### config.mk
export PLATFORM = sky130hd
export DESIGN_NAME = param_seq_divider
export DESIGN_NICKNAME = d
export VERILOG_FILES = /design/src/rtl/param_seq_divider.sv
export SDC_FILE = /design/constraint.sdc
export NUM_CORES = 1
export LEC_CHECK = 0
export ABC_AREA = 1
export CAP_MARGIN = 20
export CELL_PAD_IN_SITES_DETAIL_PLACEMENT = 1
export CELL_PAD_IN_SITES_GLOBAL_PLACEMENT = 2
export CORE_MARGIN = 4
export CORE_UTILIZATION = 30
export DETAILED_ROUTE_END_ITERATION = 12
export GPL_TIMING_DRIVEN = 0
export PLACE_DENSITY = 0.8
export SLEW_MARGIN = 20
export SYNTH_ARGS = -nofsm -noshare
export SYNTH_HDL_FRONTEND = slang
export SYNTH_SLANG_ARGS = --single-unit
### constraint.sdc
create_clock -name CLK -period 2.05 [get_ports CLK]
set_clock_uncertainty 0.15 [all_clocks]
set_input_delay 0.205 -clock CLK [delete_from_list [all_inputs] [get_ports CLK]]
set_output_delay 0.205 -clock CLK [all_outputs]
set_load 0.005 [all_outputs]
### src/rtl/param_seq_divider.sv
// rtl/param_seq_divider.sv - sequential restoring divider, 2*DW/DW bits; SIGNED_DIV_EN adds two's-complement mode
module param_seq_divider #(
  parameter int DW = 5
) (
  input  logic            CLK,
  input  logic            RST,
  input  logic            Start,
  input  logic [2*DW-1:0] Dividend,
  input  logic [DW-1:0]   Divisor,
  output logic [DW-1:0]   Quo,
  output logic [DW-1:0]   Rem,
  output logic            BUSY,
  output logic            FINISH,
  output logic            OV,
  output logic            DIVBYZERO
);

  localparam int CNT_W = $clog2(DW + 1);

  typedef enum logic [2:0] {IDLE, LOAD, CALC, FIX, DONE} state_t;

  state_t            state, state_next;
  logic [2*DW-1:0]   dvd;
  logic [DW-1:0]     dvs;
  logic [2*DW-1:0]   dvd_mag;
  logic [DW-1:0]     dvs_mag;
  logic [DW-1:0]     pr;
  logic [DW-1:0]     sr;
  logic [CNT_W-1:0]  cnt;
  logic [DW-1:0]     quo_r;
  logic [DW-1:0]     rem_r;
  logic              ov_r;
  logic              dbz_r;
  logic [DW+1:0]     trial;
  logic              q_bit;
  logic [DW-1:0]     pr_next;
  logic [DW-1:0]     sr_next;
  logic              div_zero;
  logic              ov_load;
  logic              last;

`ifdef SIGNED_DIV_EN
  localparam logic [DW-1:0] HALF = {1'b1, {(DW-1){1'b0}}};
  logic q_neg;
  logic r_neg;
  assign dvd_mag = dvd[2*DW-1] ? -dvd : dvd;
  assign dvs_mag = dvs[DW-1] ? -dvs : dvs;
`else
  assign dvd_mag = dvd;
  assign dvs_mag = dvs;
`endif

  // The upper half must be below the divisor, otherwise the quotient needs more than DW bits
  assign div_zero = (dvs == '0);
  assign ov_load  = (dvd_mag[2*DW-1:DW] >= dvs_mag);
  assign last     = (cnt == CNT_W'(DW - 1));

  // Partial remainder is always below the divisor, so the trial difference fits DW bits when non-negative
  assign trial   = {1'b0, pr, sr[DW-1]} - {2'b00, dvs_mag};
  assign q_bit   = ~trial[DW+1];
  assign pr_next = q_bit ? trial[DW-1:0] : {pr[DW-2:0], sr[DW-1]};
  assign sr_next = {sr[DW-2:0], q_bit};

  // State register
  always_ff @(posedge CLK) begin
    if (RST) state <= IDLE;
    else     state <= state_next;
  end

  // Next-state logic
  always_comb begin
    state_next = state;
    case (state)
      IDLE: if (Start) state_next = LOAD;
      LOAD: state_next = (div_zero || ov_load) ? DONE : CALC;
      CALC: begin
        if (last) begin
`ifdef SIGNED_DIV_EN
          state_next = FIX;
`else
          state_next = DONE;
`endif
        end
      end
      FIX:     state_next = DONE;
      DONE:    state_next = IDLE;
      default: state_next = IDLE;
    endcase
  end

  // Operand latch, shift/subtract datapath and result registers
  always_ff @(posedge CLK) begin
    if (RST) begin
      dvd   <= '0;
      dvs   <= '0;
      pr    <= '0;
      sr    <= '0;
      cnt   <= '0;
      quo_r <= '0;
      rem_r <= '0;
      ov_r  <= 1'b0;
      dbz_r <= 1'b0;
`ifdef SIGNED_DIV_EN
      q_neg <= 1'b0;
      r_neg <= 1'b0;
`endif
    end else begin
      case (state)
        IDLE: begin
          if (Start) begin
            dvd   <= Dividend;
            dvs   <= Divisor;
            quo_r <= '0;
            rem_r <= '0;
            ov_r  <= 1'b0;
            dbz_r <= 1'b0;
          end
        end
        LOAD: begin
          if (div_zero) begin
            dbz_r <= 1'b1;
          end else if (ov_load) begin
            ov_r <= 1'b1;
          end else begin
            pr  <= dvd_mag[2*DW-1:DW];
            sr  <= dvd_mag[DW-1:0];
            cnt <= '0;
`ifdef SIGNED_DIV_EN
            q_neg <= dvd[2*DW-1] ^ dvs[DW-1];
            r_neg <= dvd[2*DW-1];
`endif
          end
        end
        CALC: begin
          pr  <= pr_next;
          sr  <= sr_next;
          cnt <= cnt + CNT_W'(1);
          if (last) begin
            quo_r <= sr_next;
            rem_r <= pr_next;
          end
        end
        FIX: begin
`ifdef SIGNED_DIV_EN
          // A negative quotient may reach -2^(DW-1); a positive one stops at 2^(DW-1)-1
          if (q_neg ? (quo_r > HALF) : (quo_r >= HALF)) begin
            ov_r  <= 1'b1;
            quo_r <= '0;
            rem_r <= '0;
          end else begin
            if (q_neg) quo_r <= -quo_r;
            if (r_neg) rem_r <= -rem_r;
          end
`endif
        end
        default: ;
      endcase
    end
  end

  assign Quo       = quo_r;
  assign Rem       = rem_r;
  assign OV        = ov_r;
  assign DIVBYZERO = dbz_r;
  assign BUSY      = (state != IDLE);
  assign FINISH    = (state == DONE);

endmodule

==> summary.txt <==
Status
  • Status: completed

Placement
  • Placed insts: between 400 and 500
  • Number of port buffers: 30
  • GP Congestion: 0.882
  • Placed cell area: about 0.0026 mm^2
  • HPWL Detailed: 4.52 mm

Route
  • DRC viols: 0
  • Routed wl met3: roughly 230 um
  • Top routing layer in use: met4
  • Via density per instance: between 4 and 5
  • Final WL: a little under 6 mm
  • Initial drt markers: 63
  • Met2 wire length: between 2 and 3 mm
  • DR vias: between 2000 and 2500
  • Routed len/inst: roughly 13 um
  • Routed Antenna Nets: 0
  • Drt first pass iters: 4
  • Metal-1 WL: around 2.9 mm

Timing
  • Endpoints failing hold: 0
  • Final min period: 1.89 ns
  • Final hold slack: between 0.1 and 0.15 ns
  • Max-slew violation count: 0
  • Worst-Margin Slew: ~0.49 ns
  • Rel. slew slack: slightly below 70%
  • F_max: between 500 and 600 MHz
  • Number of setup violations in the final report: 0
  • Period utilisation layout: approximately nine tenths

Clock network
  • Later-pin clock latency in the skew report: roughly 0.3 ns
  • CTS tree: yes
  • Root Buffer: clkbuf_8
  • Max Root-Sink Buffers: 2
  • H-tree depth: 2
  • CTS buffer count: 5
  • Worst-path clk slew: roughly 0.090 ns
  • CTS Hold Bufs: 0
  • Sink Count: 43

Synth
  • Synth Net Count: 340
  • Unique cell type count in the Yosys netlist: 22
  • Register area share after synthesis: between 30% and 40%
  • Main synth FF type: dfxtp_1
  • EDFF count, synth: 0
  • Synthesized area: approximately 0.0022 mm^2
  • Synth warn: 0
  • Post-synthesis instance total: around 310
  • Synthesized flop and latch total: 43
  • Syn Area/Cell: 7.09 um^2
  • Post-synthesis async set-or-reset flop share: 0%

Cells and area
  • Fin cells: 447
  • Final Cell Area: ~0.0028 mm^2
  • Area delta synth->final: 29.5%
  • Nets: around 380
  • Antenna cell count: 0
  • Layout cells sized above 1: about 14%

Floorplan
  • Die area: between 0.008 and 0.009 mm^2
  • Die H: 93.5 um
  • Initial core utilization: roughly a third
  • Die Wd: about 93 um
  • # IOs: 32
  • FP Rows: 30
  • Core area: between 0.006 and 0.007 mm^2

Global route
  • Number of global-route vias before repair: 2011
  • Grt ovf: 0
  • Pin count of the biggest net entering global routing: 15
  • Total track usage: about 14%
  • Initial antenna violation count: 0
  • First-pass GRT wire length: approximately 9.7 mm

Pwr
  • Total power draw: 2.86 mW
  • PD cells: roughly 1000 mW/mm^2
  • LEAKAGE: approximately 1.2 nW
  • VDD IR max: around 0.00033 V

Critical path
  • Crit start category: register
  • Worst setup path class: reg -> reg
  • Setup crit end kind: register
  • WP data arrival: approximately 1.9 ns
  • CP max FO: 10
  • Critical Path RT: about 2.1 ns

Hold path
  • Hold Crit Class: in -> reg

Run
  • Max cap viols: 0
==> cell usage in the layout (no fill, tap or decap), types with 5 or more instances in the layout <==
| cell | synthesis | final |
|---|---|---|
| nand2_1 | 57 | 56 |
| dfxtp_1 | 43 | 40 |
| inv_1 | 42 | 40 |
| nand3_1 | 36 | 34 |
| a21oi_1 | 32 | 32 |
| clkdlybuf4s50_1 | 0 | 30 |
| o21ai_0 | 26 | 26 |
| nor2_1 | 23 | 21 |
| ha_1 | 12 | 10 |
| inv_2 | 5 | 7 |
| buf_2 | 5 | 5 |
| nand2_2 | 6 | 5 |
| clkbuf_8 | 0 | 5 |
==> cells by family after synthesis <==
kind of cell,synth area share [%]
compound gates,13.6
xor+xnor,0.799
fa+ha+maj,7.76
buf+inv,11.8
flops,39.3
simple gates,26.8
==> cells in the mapped netlist (2+ instances only) <==
| master | n | area (um^2) |
|---|---|---|
| a21oi_1 | 32 | 160 |
| inv_1 | 42 | 158 |
| buf_6 | 4 | 45.0 |
| nor2_1 | 23 | 86.3 |
| clkbuf_1 | 2 | 7.51 |
| nor3_1 | 4 | 20.0 |
| nand3_1 | 36 | 180 |
| dfxtp_1 | 43 | 861 |
| nor2_2 | 2 | 12.5 |
| nand2_2 | 6 | 37.5 |
| nand2_1 | 57 | 214 |
| inv_2 | 5 | 18.8 |
| buf_2 | 5 | 25.0 |
| ha_1 | 12 | 150 |
| o21ai_0 | 26 | 130 |
| nand4_1 | 4 | 25.0 |
==> critical path: stages (launching register included) <==
cell and delay, ns:
dfxtp_2 0.33, inv_2 0.05, ha_1 0.29, nand2_1 0.09, inv_1 0.06, nand2_1 0.06
nand2_1 0.08, nor2_4 0.19, nand2_4 0.10, buf_6 0.16, nand3_1 0.06, nand3_1 0.08
nand2_1 0.06, inv_1 0.03
==> per-layer routing <==
metal / up-vias / track usage, %
met5: - / 0
met4: 0 / 4.03
met3: 5 / 2.98
met2: 35 / 23.4
met1: 929 / 18.6
li1: 1077 / -
==> area by class of cell <==
cell class	count	area [um^2]
multi-input cells	207	1150
clock buffers	5	68.8
clock inverters	3	43.8
fillers	871	4110
flip-flops and latches	43	865
repair buffers	34	330
plain buffers	12	81.3
well taps	96	120
inverters	47	176
==> metrics by stage <==
step	util, %	TNS (ns)	setup slack, ns
after detailed placement	37.6	-0.767	-0.104
after global routing	40.9	-0.0248	-0.0229
final	40.9	0	0.165
after CTS	39.5	0	0.0187
after global placement	37.6	-0.732	-0.117
after floorplan	-	0	0.252
==> state kept, by name (all words and copies together) (netlist names) <==
register   cells
OV             1
pr             5
dvd           10
Quo            5
Rem            5
sr             5
dvs            5
state          3
cnt            3
DIVBYZERO      1
==> report_power, final <==
group | internal (mW) | leakage, nW | switching (mW)
combinational | 0.494 | 0.831 | 0.663
sequential | 0.948 | 0.353 | 0.0793
clock | 0.363 | 0.0581 | 0.314
total | 1.81 | 1.24 | 1.06
==> path summary, 6_finish.rpt <==
kind	from	to	slack, ns	depth (start not counted)
setup / recovery	dvs[3]	pr[1]	0.16	13
hold / removal	RST	Rem[4]	0.13	2
setup reg to reg	dvs[3]	pr[1]	0.16	13
hold reg to reg	Quo[4]	Quo[4]	0.31	2
==> timing repair <==
| action | 4_1_cts | 5_1_grt |
|---|---|---|
| endpoints found under the setup margin | 10 | 17 |
| resized for setup | 5 | 14 |
| pin swaps | 0 | 2 |
| buffers inserted | 0 | 4 |
(Power assumes the default switching activity.)
